[config.mk]
export PLATFORM = sky130hd
export DESIGN_NAME = dmem_arbiter_flat
export DESIGN_NICKNAME = d
export VERILOG_FILES = /design/src/rtl/dmem_arbiter_pkg.sv /design/src/rtl/dmem_arbiter_if.sv /design/src/rtl/dmem_arbiter_starve_counter.sv /design/src/rtl/dmem_arbiter.sv /design/src/flat_wrapper.sv
export SDC_FILE = /design/constraint.sdc
export NUM_CORES = 1
export LEC_CHECK = 0
export CAP_MARGIN = 30
export CORE_AREA = 2 2 116 118
export DETAILED_ROUTE_END_ITERATION = 7
export DIE_AREA = 0 0 118 120
export PLACE_DENSITY = 0.67
export SYNTH_ARGS = -nofsm -noshare
export SYNTH_HDL_FRONTEND = slang
export SYNTH_HIERARCHICAL = 1
export SYNTH_SLANG_ARGS = --single-unit
[constraint.sdc]
create_clock -name clk -period 2.6 [get_ports clk]
set_clock_uncertainty 0.05 [all_clocks]
set_input_delay 0.26 -clock clk [delete_from_list [all_inputs] [get_ports clk]]
set_output_delay 0.26 -clock clk [all_outputs]
set_load 0.005 [all_outputs]
[src/rtl/dmem_arbiter_pkg.sv]
// rtl/dmem_arbiter_pkg.sv - shared types and defaults for the data-memory arbiter
package dmem_arbiter_pkg;

    localparam int ADDR_W_DEF = 32;
    localparam int DATA_W_DEF = 32;
    localparam int CNT_W      = 4;

    typedef enum logic [1:0] {
        OWN_NONE = 2'd0,
        OWN_CPU  = 2'd1,
        OWN_DMA  = 2'd2
    } owner_e;

    // A forced DMA grant beats the CPU; otherwise the CPU has priority and the
    // DMA master takes the memory whenever the CPU leaves it idle.
    function automatic owner_e pick_owner(input logic force_dma,
                                          input logic cpu_req,
                                          input logic dma_req);
        owner_e own;
        if (force_dma)    own = OWN_DMA;
        else if (cpu_req) own = OWN_CPU;
        else if (dma_req) own = OWN_DMA;
        else              own = OWN_NONE;
        return own;
    endfunction

endpackage

[src/rtl/dmem_arbiter_if.sv]
// rtl/dmem_arbiter_if.sv - CPU, DMA and memory-side signal bundle for the arbiter
interface dmem_arbiter_if #(
    parameter int ADDR_W = 32,
    parameter int DATA_W = 32
);
    // MEM-stage side
    logic              cpu_re;
    logic              cpu_we;
    logic [ADDR_W-1:0] cpu_addr;
    logic [DATA_W-1:0] cpu_wdata;
    logic [DATA_W-1:0] cpu_rdata;
    logic              cpu_stall;

    // DMA / loader side
    logic              dma_req;
    logic              dma_we;
    logic [ADDR_W-1:0] dma_addr;
    logic [DATA_W-1:0] dma_wdata;
    logic              dma_gnt;
    logic [DATA_W-1:0] dma_rdata;
    logic              dma_rvalid;

    // Memory side
    logic [ADDR_W-1:0] mem_addr;
    logic [DATA_W-1:0] mem_wdata;
    logic              mem_we;
    logic              mem_re;
    logic [DATA_W-1:0] mem_rdata;

    // Debug
    logic [3:0]        starve_cnt;

    modport slave (
        input  cpu_re, cpu_we, cpu_addr, cpu_wdata,
        input  dma_req, dma_we, dma_addr, dma_wdata,
        input  mem_rdata,
        output cpu_rdata, cpu_stall,
        output dma_gnt, dma_rdata, dma_rvalid,
        output mem_addr, mem_wdata, mem_we, mem_re,
        output starve_cnt
    );

    modport master (
        output cpu_re, cpu_we, cpu_addr, cpu_wdata,
        output dma_req, dma_we, dma_addr, dma_wdata,
        output mem_rdata,
        input  cpu_rdata, cpu_stall,
        input  dma_gnt, dma_rdata, dma_rvalid,
        input  mem_addr, mem_wdata, mem_we, mem_re,
        input  starve_cnt
    );

endinterface

[src/rtl/dmem_arbiter_starve_counter.sv]
// rtl/dmem_arbiter_starve_counter.sv - saturating 4-bit DMA starvation counter with clear
module dmem_arbiter_starve_counter
    import dmem_arbiter_pkg::*;
#(
    parameter int unsigned MAX = 4
) (
    input  logic             clk,
    input  logic             rst_n,
    input  logic             clr_i,
    input  logic             inc_i,
    output logic [CNT_W-1:0] cnt_o,
    output logic             at_max_o
);

    localparam logic [CNT_W-1:0] MAX_C = CNT_W'(MAX);

    logic [CNT_W-1:0] cnt_q;
    logic [CNT_W-1:0] cnt_d;

    // Clear wins over increment; increment stops at MAX.
    always_comb begin
        cnt_d = cnt_q;
        if (clr_i) begin
            cnt_d = '0;
        end else if (inc_i && (cnt_q != MAX_C)) begin
            cnt_d = cnt_q + 1'b1;
        end
    end

    // Count register.
    always_ff @(posedge clk or negedge rst_n) begin
        if (!rst_n) begin
            cnt_q <= '0;
        end else begin
            cnt_q <= cnt_d;
        end
    end

    assign cnt_o    = cnt_q;
    assign at_max_o = (cnt_q == MAX_C);

endmodule

[src/rtl/dmem_arbiter.sv]
// rtl/dmem_arbiter.sv - shares the data memory between the MEM stage and a DMA master
module dmem_arbiter
    import dmem_arbiter_pkg::*;
#(
    parameter int          ADDR_W     = ADDR_W_DEF,
    parameter int          DATA_W     = DATA_W_DEF,
    parameter int unsigned STARVE_MAX = 4
) (
    input  logic           clk,
    input  logic           rst_n,
    dmem_arbiter_if.slave  bus
);

    owner_e            owner;
    logic              cpu_req;
    logic              force_dma;
    logic              cnt_clr;
    logic              cnt_inc;
    logic              at_max;
    logic [CNT_W-1:0]  starve_cnt;

    logic [DATA_W-1:0] dma_rdata_q;
    logic              dma_rvalid_q;

    // Ownership decision for this cycle; a starved DMA master is forced in.
    always_comb begin
        cpu_req   = bus.cpu_re | bus.cpu_we;
        force_dma = bus.dma_req & at_max;
        owner     = pick_owner(force_dma, cpu_req, bus.dma_req);
    end

    // Memory port mux; a CPU re+we collision is treated as a store.
    always_comb begin
        bus.mem_addr  = '0;
        bus.mem_wdata = '0;
        bus.mem_we    = 1'b0;
        bus.mem_re    = 1'b0;
        case (owner)
            OWN_CPU: begin
                bus.mem_addr  = bus.cpu_addr;
                bus.mem_wdata = bus.cpu_wdata;
                bus.mem_we    = bus.cpu_we;
                bus.mem_re    = bus.cpu_re & ~bus.cpu_we;
            end
            OWN_DMA: begin
                bus.mem_addr  = bus.dma_addr;
                bus.mem_wdata = bus.dma_wdata;
                bus.mem_we    = bus.dma_we;
                bus.mem_re    = ~bus.dma_we;
            end
            default: ;
        endcase
    end

    // Starvation tracking: count DMA losses, reset on a grant or when DMA is idle.
    always_comb begin
        cnt_clr = ~bus.dma_req | (owner == OWN_DMA);
        cnt_inc = bus.dma_req & (owner == OWN_CPU);
    end

    dmem_arbiter_starve_counter #(
        .MAX (STARVE_MAX)
    ) u_starve (
        .clk      (clk),
        .rst_n    (rst_n),
        .clr_i    (cnt_clr),
        .inc_i    (cnt_inc),
        .cnt_o    (starve_cnt),
        .at_max_o (at_max)
    );

    // DMA read return: capture memory data on a read grant, pulse valid for one cycle.
    always_ff @(posedge clk or negedge rst_n) begin
        if (!rst_n) begin
            dma_rdata_q  <= '0;
            dma_rvalid_q <= 1'b0;
        end else begin
            dma_rvalid_q <= 1'b0;
            if ((owner == OWN_DMA) && !bus.dma_we) begin
                dma_rdata_q  <= bus.mem_rdata;
                dma_rvalid_q <= 1'b1;
            end
        end
    end

    // Output drive; the CPU only stalls when it actually wanted the memory.
    always_comb begin
        bus.cpu_rdata  = bus.mem_rdata;
        bus.cpu_stall  = cpu_req & (owner == OWN_DMA);
        bus.dma_gnt    = (owner == OWN_DMA);
        bus.dma_rdata  = dma_rdata_q;
        bus.dma_rvalid = dma_rvalid_q;
        bus.starve_cnt = starve_cnt;
    end

endmodule

[src/flat_wrapper.sv]
// flat-port wrapper written by rule: the top's interface ports become plain ports
module dmem_arbiter_flat import dmem_arbiter_pkg::*;
#(
    parameter int          ADDR_W     = ADDR_W_DEF,
    parameter int          DATA_W     = DATA_W_DEF,
    parameter int unsigned STARVE_MAX = 4
)
  (clk, rst_n, bus_cpu_re, bus_cpu_we, bus_cpu_addr, bus_cpu_wdata, bus_dma_req, bus_dma_we, bus_dma_addr, bus_dma_wdata, bus_mem_rdata, bus_cpu_rdata, bus_cpu_stall, bus_dma_gnt, bus_dma_rdata, bus_dma_rvalid, bus_mem_addr, bus_mem_wdata, bus_mem_we, bus_mem_re, bus_starve_cnt);
  dmem_arbiter_if #(.ADDR_W(ADDR_W), .DATA_W(DATA_W)) bus_i ();
  input  logic clk;
  input  logic rst_n;
  input wire logic [$bits(bus_i.cpu_re)-1:0] bus_cpu_re;
  input wire logic [$bits(bus_i.cpu_we)-1:0] bus_cpu_we;
  input wire logic [$bits(bus_i.cpu_addr)-1:0] bus_cpu_addr;
  input wire logic [$bits(bus_i.cpu_wdata)-1:0] bus_cpu_wdata;
  input wire logic [$bits(bus_i.dma_req)-1:0] bus_dma_req;
  input wire logic [$bits(bus_i.dma_we)-1:0] bus_dma_we;
  input wire logic [$bits(bus_i.dma_addr)-1:0] bus_dma_addr;
  input wire logic [$bits(bus_i.dma_wdata)-1:0] bus_dma_wdata;
  input wire logic [$bits(bus_i.mem_rdata)-1:0] bus_mem_rdata;
  output wire logic [$bits(bus_i.cpu_rdata)-1:0] bus_cpu_rdata;
  output wire logic [$bits(bus_i.cpu_stall)-1:0] bus_cpu_stall;
  output wire logic [$bits(bus_i.dma_gnt)-1:0] bus_dma_gnt;
  output wire logic [$bits(bus_i.dma_rdata)-1:0] bus_dma_rdata;
  output wire logic [$bits(bus_i.dma_rvalid)-1:0] bus_dma_rvalid;
  output wire logic [$bits(bus_i.mem_addr)-1:0] bus_mem_addr;
  output wire logic [$bits(bus_i.mem_wdata)-1:0] bus_mem_wdata;
  output wire logic [$bits(bus_i.mem_we)-1:0] bus_mem_we;
  output wire logic [$bits(bus_i.mem_re)-1:0] bus_mem_re;
  output wire logic [$bits(bus_i.starve_cnt)-1:0] bus_starve_cnt;
  assign bus_i.cpu_re = bus_cpu_re;
  assign bus_i.cpu_we = bus_cpu_we;
  assign bus_i.cpu_addr = bus_cpu_addr;
  assign bus_i.cpu_wdata = bus_cpu_wdata;
  assign bus_i.dma_req = bus_dma_req;
  assign bus_i.dma_we = bus_dma_we;
  assign bus_i.dma_addr = bus_dma_addr;
  assign bus_i.dma_wdata = bus_dma_wdata;
  assign bus_i.mem_rdata = bus_mem_rdata;
  assign bus_cpu_rdata = bus_i.cpu_rdata;
  assign bus_cpu_stall = bus_i.cpu_stall;
  assign bus_dma_gnt = bus_i.dma_gnt;
  assign bus_dma_rdata = bus_i.dma_rdata;
  assign bus_dma_rvalid = bus_i.dma_rvalid;
  assign bus_mem_addr = bus_i.mem_addr;
  assign bus_mem_wdata = bus_i.mem_wdata;
  assign bus_mem_we = bus_i.mem_we;
  assign bus_mem_re = bus_i.mem_re;
  assign bus_starve_cnt = bus_i.starve_cnt;
  dmem_arbiter #(.ADDR_W(ADDR_W), .DATA_W(DATA_W), .STARVE_MAX(STARVE_MAX)) u_core (.clk(clk), .rst_n(rst_n), .bus(bus_i));
endmodule
## Word level (Yosys, flattened, before mapping)

Cells that the tools add are included.

| storage, ports and cells | value |
|---|---|
| flip-flop bits (word level) | 37 |
| output and inout bits | 137 |
| word-level logic and storage cells | 31 |
| input port bits | 166 |

| operators by class | value |
|---|---|
| equality and inequality tests | 4 |
| $add $sub $neg | 1 |
| bitwise operators | 9 |
| multiplexer cells | 10 |
| reductions and logical operators | 4 |

Operators by type and width:

| kind | number |
|---|---|
| $pmux W32 S2 | 2 |
| $mux W4 | 2 |
| $mux W2 | 3 |
| $add A4 B1 Y4 const B | 1 |
| $and A1 B1 Y1 | 4 |
| $eq A4 B3 Y1 const B | 1 |
| $ne A4 B3 Y1 const B | 1 |
| $pmux W1 S2 | 2 |
| $not A1 Y1 | 3 |
| $eq A2 B1 Y1 const B | 1 |
| $eq A2 B2 Y1 const B | 1 |
| $logic_and A1 B1 Y1 | 2 |
| $or A1 B1 Y1 | 2 |
| $reduce_bool A2 Y1 | 1 |
| $logic_not A1 Y1 | 1 |
| $mux W1 | 1 |

## Depth between registers and ports, before layout

| depth | value |
|---|---|
| word-level depth | 8 |
| mapped depth | 12 |
| depth with buffers taken out | 10 |

## Modules after synthesis

Netlist, hierarchy kept.

By module, submodules not included:

| module | sequential area each (sq um) | cells an instance | times used | area each (sq um) |
|---|---|---|---|---|
| dmem_arbiter | 825.8 | 267 | 1 | 2542.4 |
| dmem_arbiter_starve_counter | 100.1 | 24 | 1 | 234.0 |

## Worst setup path before layout

No wires, ideal clock.

| path | value |
|---|---|
| path kind | reg2reg |
| start | reg u_core.u_starve.cnt_q[0] (netlist: u_core/u_starve/cnt_o[0]) |
| end | reg u_core.u_starve.cnt_q[3] (netlist: u_core/u_starve/cnt_o[3]) |
| arrival time | 2299 ps |
| buffers on the path | 2 |
| data required time | 2473 ps |
| cell stages (with the launch flop) | 13 |
| clock period less this slack | 2426 ps |
| path slack | 174 ps |
| setup time | 77 ps |
| path through | dfrtp_1 -> inv_1 -> ha_1 -> nand3b_4 -> inv_2 -> o21ai_0 -> ha_1 -> buf_4 -> buf_2 -> and2_1 -> nand4_1 -> or3_1 -> a21oi_1 |

| between the ends | value |
|---|---|
| cells in the longest elaborated chain, start to end | 7 |
| elaborated cells on any way between the ends | 13 |
| those cells by class | add/sub (1); eq/ne (4); mux (3); bitwise (3); reduce/logical (2) |

Ends and longest elaborated chain:

| item | line | text |
|---|---|---|
| start, declared | dmem_arbiter_starve_counter.sv:17 | `logic [CNT_W-1:0] cnt_q;` |
| start signal, assigned | dmem_arbiter_starve_counter.sv:35 | `cnt_q <= cnt_d;` |
| $eq A4 B3 Y1 | dmem_arbiter_starve_counter.sv:40 | `assign at_max_o = (cnt_q == MAX_C);` |
| net u_core.at_max | dmem_arbiter.sv:19 | `logic at_max;` |
| $and A1 B1 Y1 | dmem_arbiter.sv:28 | `force_dma = bus.dma_req & at_max;` |
| $mux W2 | dmem_arbiter_pkg.sv:20 | `if (force_dma) own = OWN_DMA;` |
| $eq A2 B1 Y1 | dmem_arbiter.sv:58 | `cnt_inc = bus.dma_req & (owner == OWN_CPU);` |
| $and A1 B1 Y1 | dmem_arbiter.sv:58 |  |
| net u_core.cnt_inc | dmem_arbiter.sv:18 | `logic cnt_inc;` |
| $logic_and A1 B1 Y1 | dmem_arbiter_starve_counter.sv:25 | `end else if (inc_i && (cnt_q != MAX_C)) begin` |
| $reduce_bool A2 Y1 (no source line) | n/a |  |

The timed path passes the listed nets, and every way through them passes these cells. The select of a mux whose other input is x is not followed.
A chain may end at the register's enable or synchronous reset.

## Worst setup path in the final report

| path | value |
|---|---|
| start | reg u_core.u_starve.cnt_q[1] (netlist: u_core/u_starve/cnt_o[1]) |
| end | out bus_mem_wdata[3] |

| between the ends | value |
|---|---|
| cells in the longest elaborated chain, start to end | 5 |
| elaborated cells on any way between the ends | 6 |
| those cells by class | eq/ne (3); mux (2); bitwise (1) |

Ends and longest elaborated chain:

| item | line | text |
|---|---|---|
| $eq A4 B3 Y1 (*) | dmem_arbiter_starve_counter.sv:40 |  |
| net u_core.at_max | dmem_arbiter.sv:19 |  |
| $and A1 B1 Y1 (*) | dmem_arbiter.sv:28 |  |
| $mux W2 (*) | dmem_arbiter_pkg.sv:20 |  |
| $eq A2 B2 Y1 or $eq A2 B1 Y1 (tied branches) | dmem_arbiter.sv:38 | `case (owner)` |
| $pmux W32 S2 (*) | dmem_arbiter.sv:38 |  |
| end, declared | flat_wrapper.sv:27 | `output wire logic [$bits(bus_i.mem_wdata)-1:0] bus_mem_wdata;` |

Mark *: on every way through the listed nets, which the timed path passes. The rest lies on a longest branch.

==> flow_summary_export.csv <==
group,metric,value,unit
worst_setup_path,rr_worst_depth,11,
synthesis,synth_area_leader_cell,"dfrtp_1",
worst_setup_path,cp.required,2290,ps
worst_setup_path,path_max_fanout,9,
worst_setup_path,end_kind,"output pin",
sta,tightestPinTransition,821,ps
synthesis,seq_area_frac_synth,33.3,%
detailed_routing,vias_per_cell,4.48,
sta,rsz0062_at_grt,"yes",
placed_design,io_buffers,302,
sta,slew_headroom,45.3,%
detailed_routing,top_layer,"met4",
floorplan,dieHeight,120,µm
sta,postLayoutSetupSlackWorst,-129,ps
finish,syn_to_final_growth,130,%
detailed_routing,met3WireLength,954,µm
synthesis,synth_compound_area_share,19.9,%
finish,nets,749,
synthesis,synth_area_leaders,"dfrtp_1, a22oi_1, mux2_4",
synthesis,postSynthNetCount,462,
clock_tree,clk_latency,270,ps
clock_tree,cts.sinks,37,
detailed_routing,drt.antenna.violating_nets,0,
global_routing,gr-usage-all-layers,16.0,%
sta,max_freq,0.366,GHz
finish,antenna_cells,0,
synthesis,synth_top_area_share,33.3,%
detailed_routing,finalWirelength,12400,µm
outcome,outcome,"finished with violations",
run,maxCapViolCount,0,
floorplan,ioPinCount,303,
floorplan,std_cell_rows,42,
detailed_routing,vias,3382,
synthesis,synthAdderAreaFrac,2.25,%
clock_tree,cts_max_path_buffers,2,
clock_tree,cts_tree,"done",
detailed_routing,drc,0,
synthesis,synth_mux_area_share,16.9,%
pwr,cellPowerDensity,401,mW/mm²
sta,fin_crit_sh,105,%
detailed_routing,wl_per_cell,16.4,µm
synthesis,syn_area_per_cell,9.54,µm²
placed_design,hpwl,9440,µm
synthesis,synth_top_family_by_area,"compound AO/OA/AOI/OAI gates",
clock_tree,numCtsBuffers,5,
synthesis,synth_cell_types,28,
global_routing,grt_pass1_wl,18100,µm
detailed_routing,wirelength_met1,4500,µm
finish,drive_gt1_share,24.7,%
finish,finish.utilization,49.2,%
synthesis,ys.warnings.count,6,
global_routing,grt_pass1_vias,3491,
sta,hold_violations,0,
detailed_routing,wl_met2,6580,µm
synthesis,synth_cells,291,
synthesis,netlist_area,0.00278,mm²
global_routing,grt_max_degree,38,
sta,layout_min_cycle_time,2730,ps
clock_tree,cts_max_level,2,
floorplan,coreArea,0.0130,mm²
sta,drv_slew,0,
outcome,violations,"setup timing",
pwr,ir_worst_vdd,0.228,mV
sta,setup_viol,11,
synthesis,synth_xor_area_share,0,%
detailed_routing,drt_iter0_drc,100,
synthesis,ys_ff_latch,37,
clock_tree,cts_hold_buf,0,
detailed_routing,dr.pass1.iters,4,
floorplan,start_util,21.4,%
worst_setup_path,start_kind,"register",
synthesis,synth-simple-area-share,12.6,%
placed_design,dpl_worst_slack,-170,ps
floorplan,fp.dieArea,0.0142,mm²
clock_tree,cts_root_buffer,"clkbuf_16",
global_routing,overflow,0,
clock_tree,path_clk_slew,60,ps
hold_path,hp-class,"in2async",
placed_design,gp_congestion,0.823,
floorplan,die_width,118,µm
worst_setup_path,arrival,2420,ps
global_routing,grt_antenna_before_repair,0,
worst_setup_path,criticalPathCategory,"reg2out",
pwr,p_leak,0.00286,µW
-- layer usage --
layer / GRT usage (%) / vias to the layer above
li1: - / 1585
met3: 4.85 / 24
met5: 0 / -
met2: 29.6 / 181
met4: 5.65 / 0
met1: 17.2 / 1592
-- synth_stat cells, drive strengths merged --
library cell and count:
nor2 68, a22oi 65, buf 53, dfrtp 37, mux2 32, a21oi 6, ha 5, inv 4
clkbuf 3, nand3 3, a21o 2, nand2 2, nand2b 2, nand3b 2, o21ai 2, and2 1
nand4 1, nor3 1, o21a 1, or3 1
-- metrics by stage --
step / hold slack (ps) / setup TNS [ps] / std cells / instance area [µm²] / total power (µW)
floorplan: -85.6 / 0 / 291 / 2780 / 1110
global placement: 348 / -13.4 / 727 / 5820 / 1850
detailed placement: 359 / -5450 / 727 / 5820 / 1870
CTS: 61.9 / -1390 / 743 / 6160 / 2570
global route: 103 / -2150 / 755 / 6380 / 2710
finish: 31.5 / -462 / 755 / 6380 / 2560
-- cells in the final DEF, fill, tap and decap left out, types with 5 or more instances in the layout --
cell,n
clkbuf_2,15
mux2_4,29
clkbuf_16,5
a22oi_2,35
dfrtp_1,37
clkdlybuf4s50_1,237
dlygate4sd2_1,36
buf_4,21
a22oi_1,30
buf_12,10
clkdlybuf4s15_1,6
dlymetal6s2s_1,6
nor2_1,67
a21oi_1,5
-- registers in the layout, summed over array words and instances, names as in the netlist --
register	flops
u_core/bus.dma_rdata	32
u_core/u_starve/cnt_o	4
u_core/bus.dma_rvalid	1
-- critical path, stage by stage (launching register included) --
cell             delay (ps)
dfrtp_1                 370
inv_2                    70
ha_4                    170
nand3b_4                110
inv_6                    60
a21oi_2                 180
ha_4                    200
bufbuf_16               280
a22oi_1                  80
nor2_1                  120
clkdlybuf4s50_1         520
-- cell type report --
class | count | area (µm²)
clock inverter | 2 | 38.8
inverter | 4 | 22.5
timing repair buffer | 336 | 3350
multi-input combinational | 194 | 1700
tap | 176 | 220
clock buffer | 6 | 129
fill | 1237 | 6600
sequential | 37 | 926
-- final timing paths --
path	startpoint	end	slack, ps
worst max-delay path	u_core/u_starve/cnt_o[1]$_DFFE_PN0P_	bus_mem_wdata[3]	-130
worst min-delay path	rst_n	u_core/bus.dma_rdata[0]$_DFFE_PN0P_	30
worst max register to register	u_core/u_starve/cnt_o[1]$_DFFE_PN0P_	u_core/bus.dma_rdata[4]$_DFFE_PN0P_	390
worst min register to register	u_core/bus.dma_rdata[13]$_DFFE_PN0P_	u_core/bus.dma_rdata[13]$_DFFE_PN0P_	450
max in group asynchronous	rst_n	u_core/u_starve/cnt_o[2]$_DFFE_PN0P_	1950
min in group clk	u_core/bus.dma_rdata[13]$_DFFE_PN0P_	u_core/bus.dma_rdata[13]$_DFFE_PN0P_	450
-- cells by family (layout without fill, tap and decap cells) --
logic type	Yosys count	in the layout
muxes	32	32
DFF	37	37
and+or+nand+nor	81	81
AOI/OAI and AO/OA	76	76
buffers and inverters	60	348
adders and majority gates	5	5
-- timing repair --
item	CTS	global route
hold endpoints to repair	0	0
setup buffers	4	13
setup endpoints to repair	67	51
gates cloned	4	0
pin swaps	2	11
gates resized for setup	77	84
-- power by group --
group | internal, µW | leakage (µW) | switching, µW
registers | 680 | 0.000477 | 52.9
logic | 781 | 0.00231 | 372
clock network | 454 | 0.0000810 | 222
(Power assumes the default switching activity.)
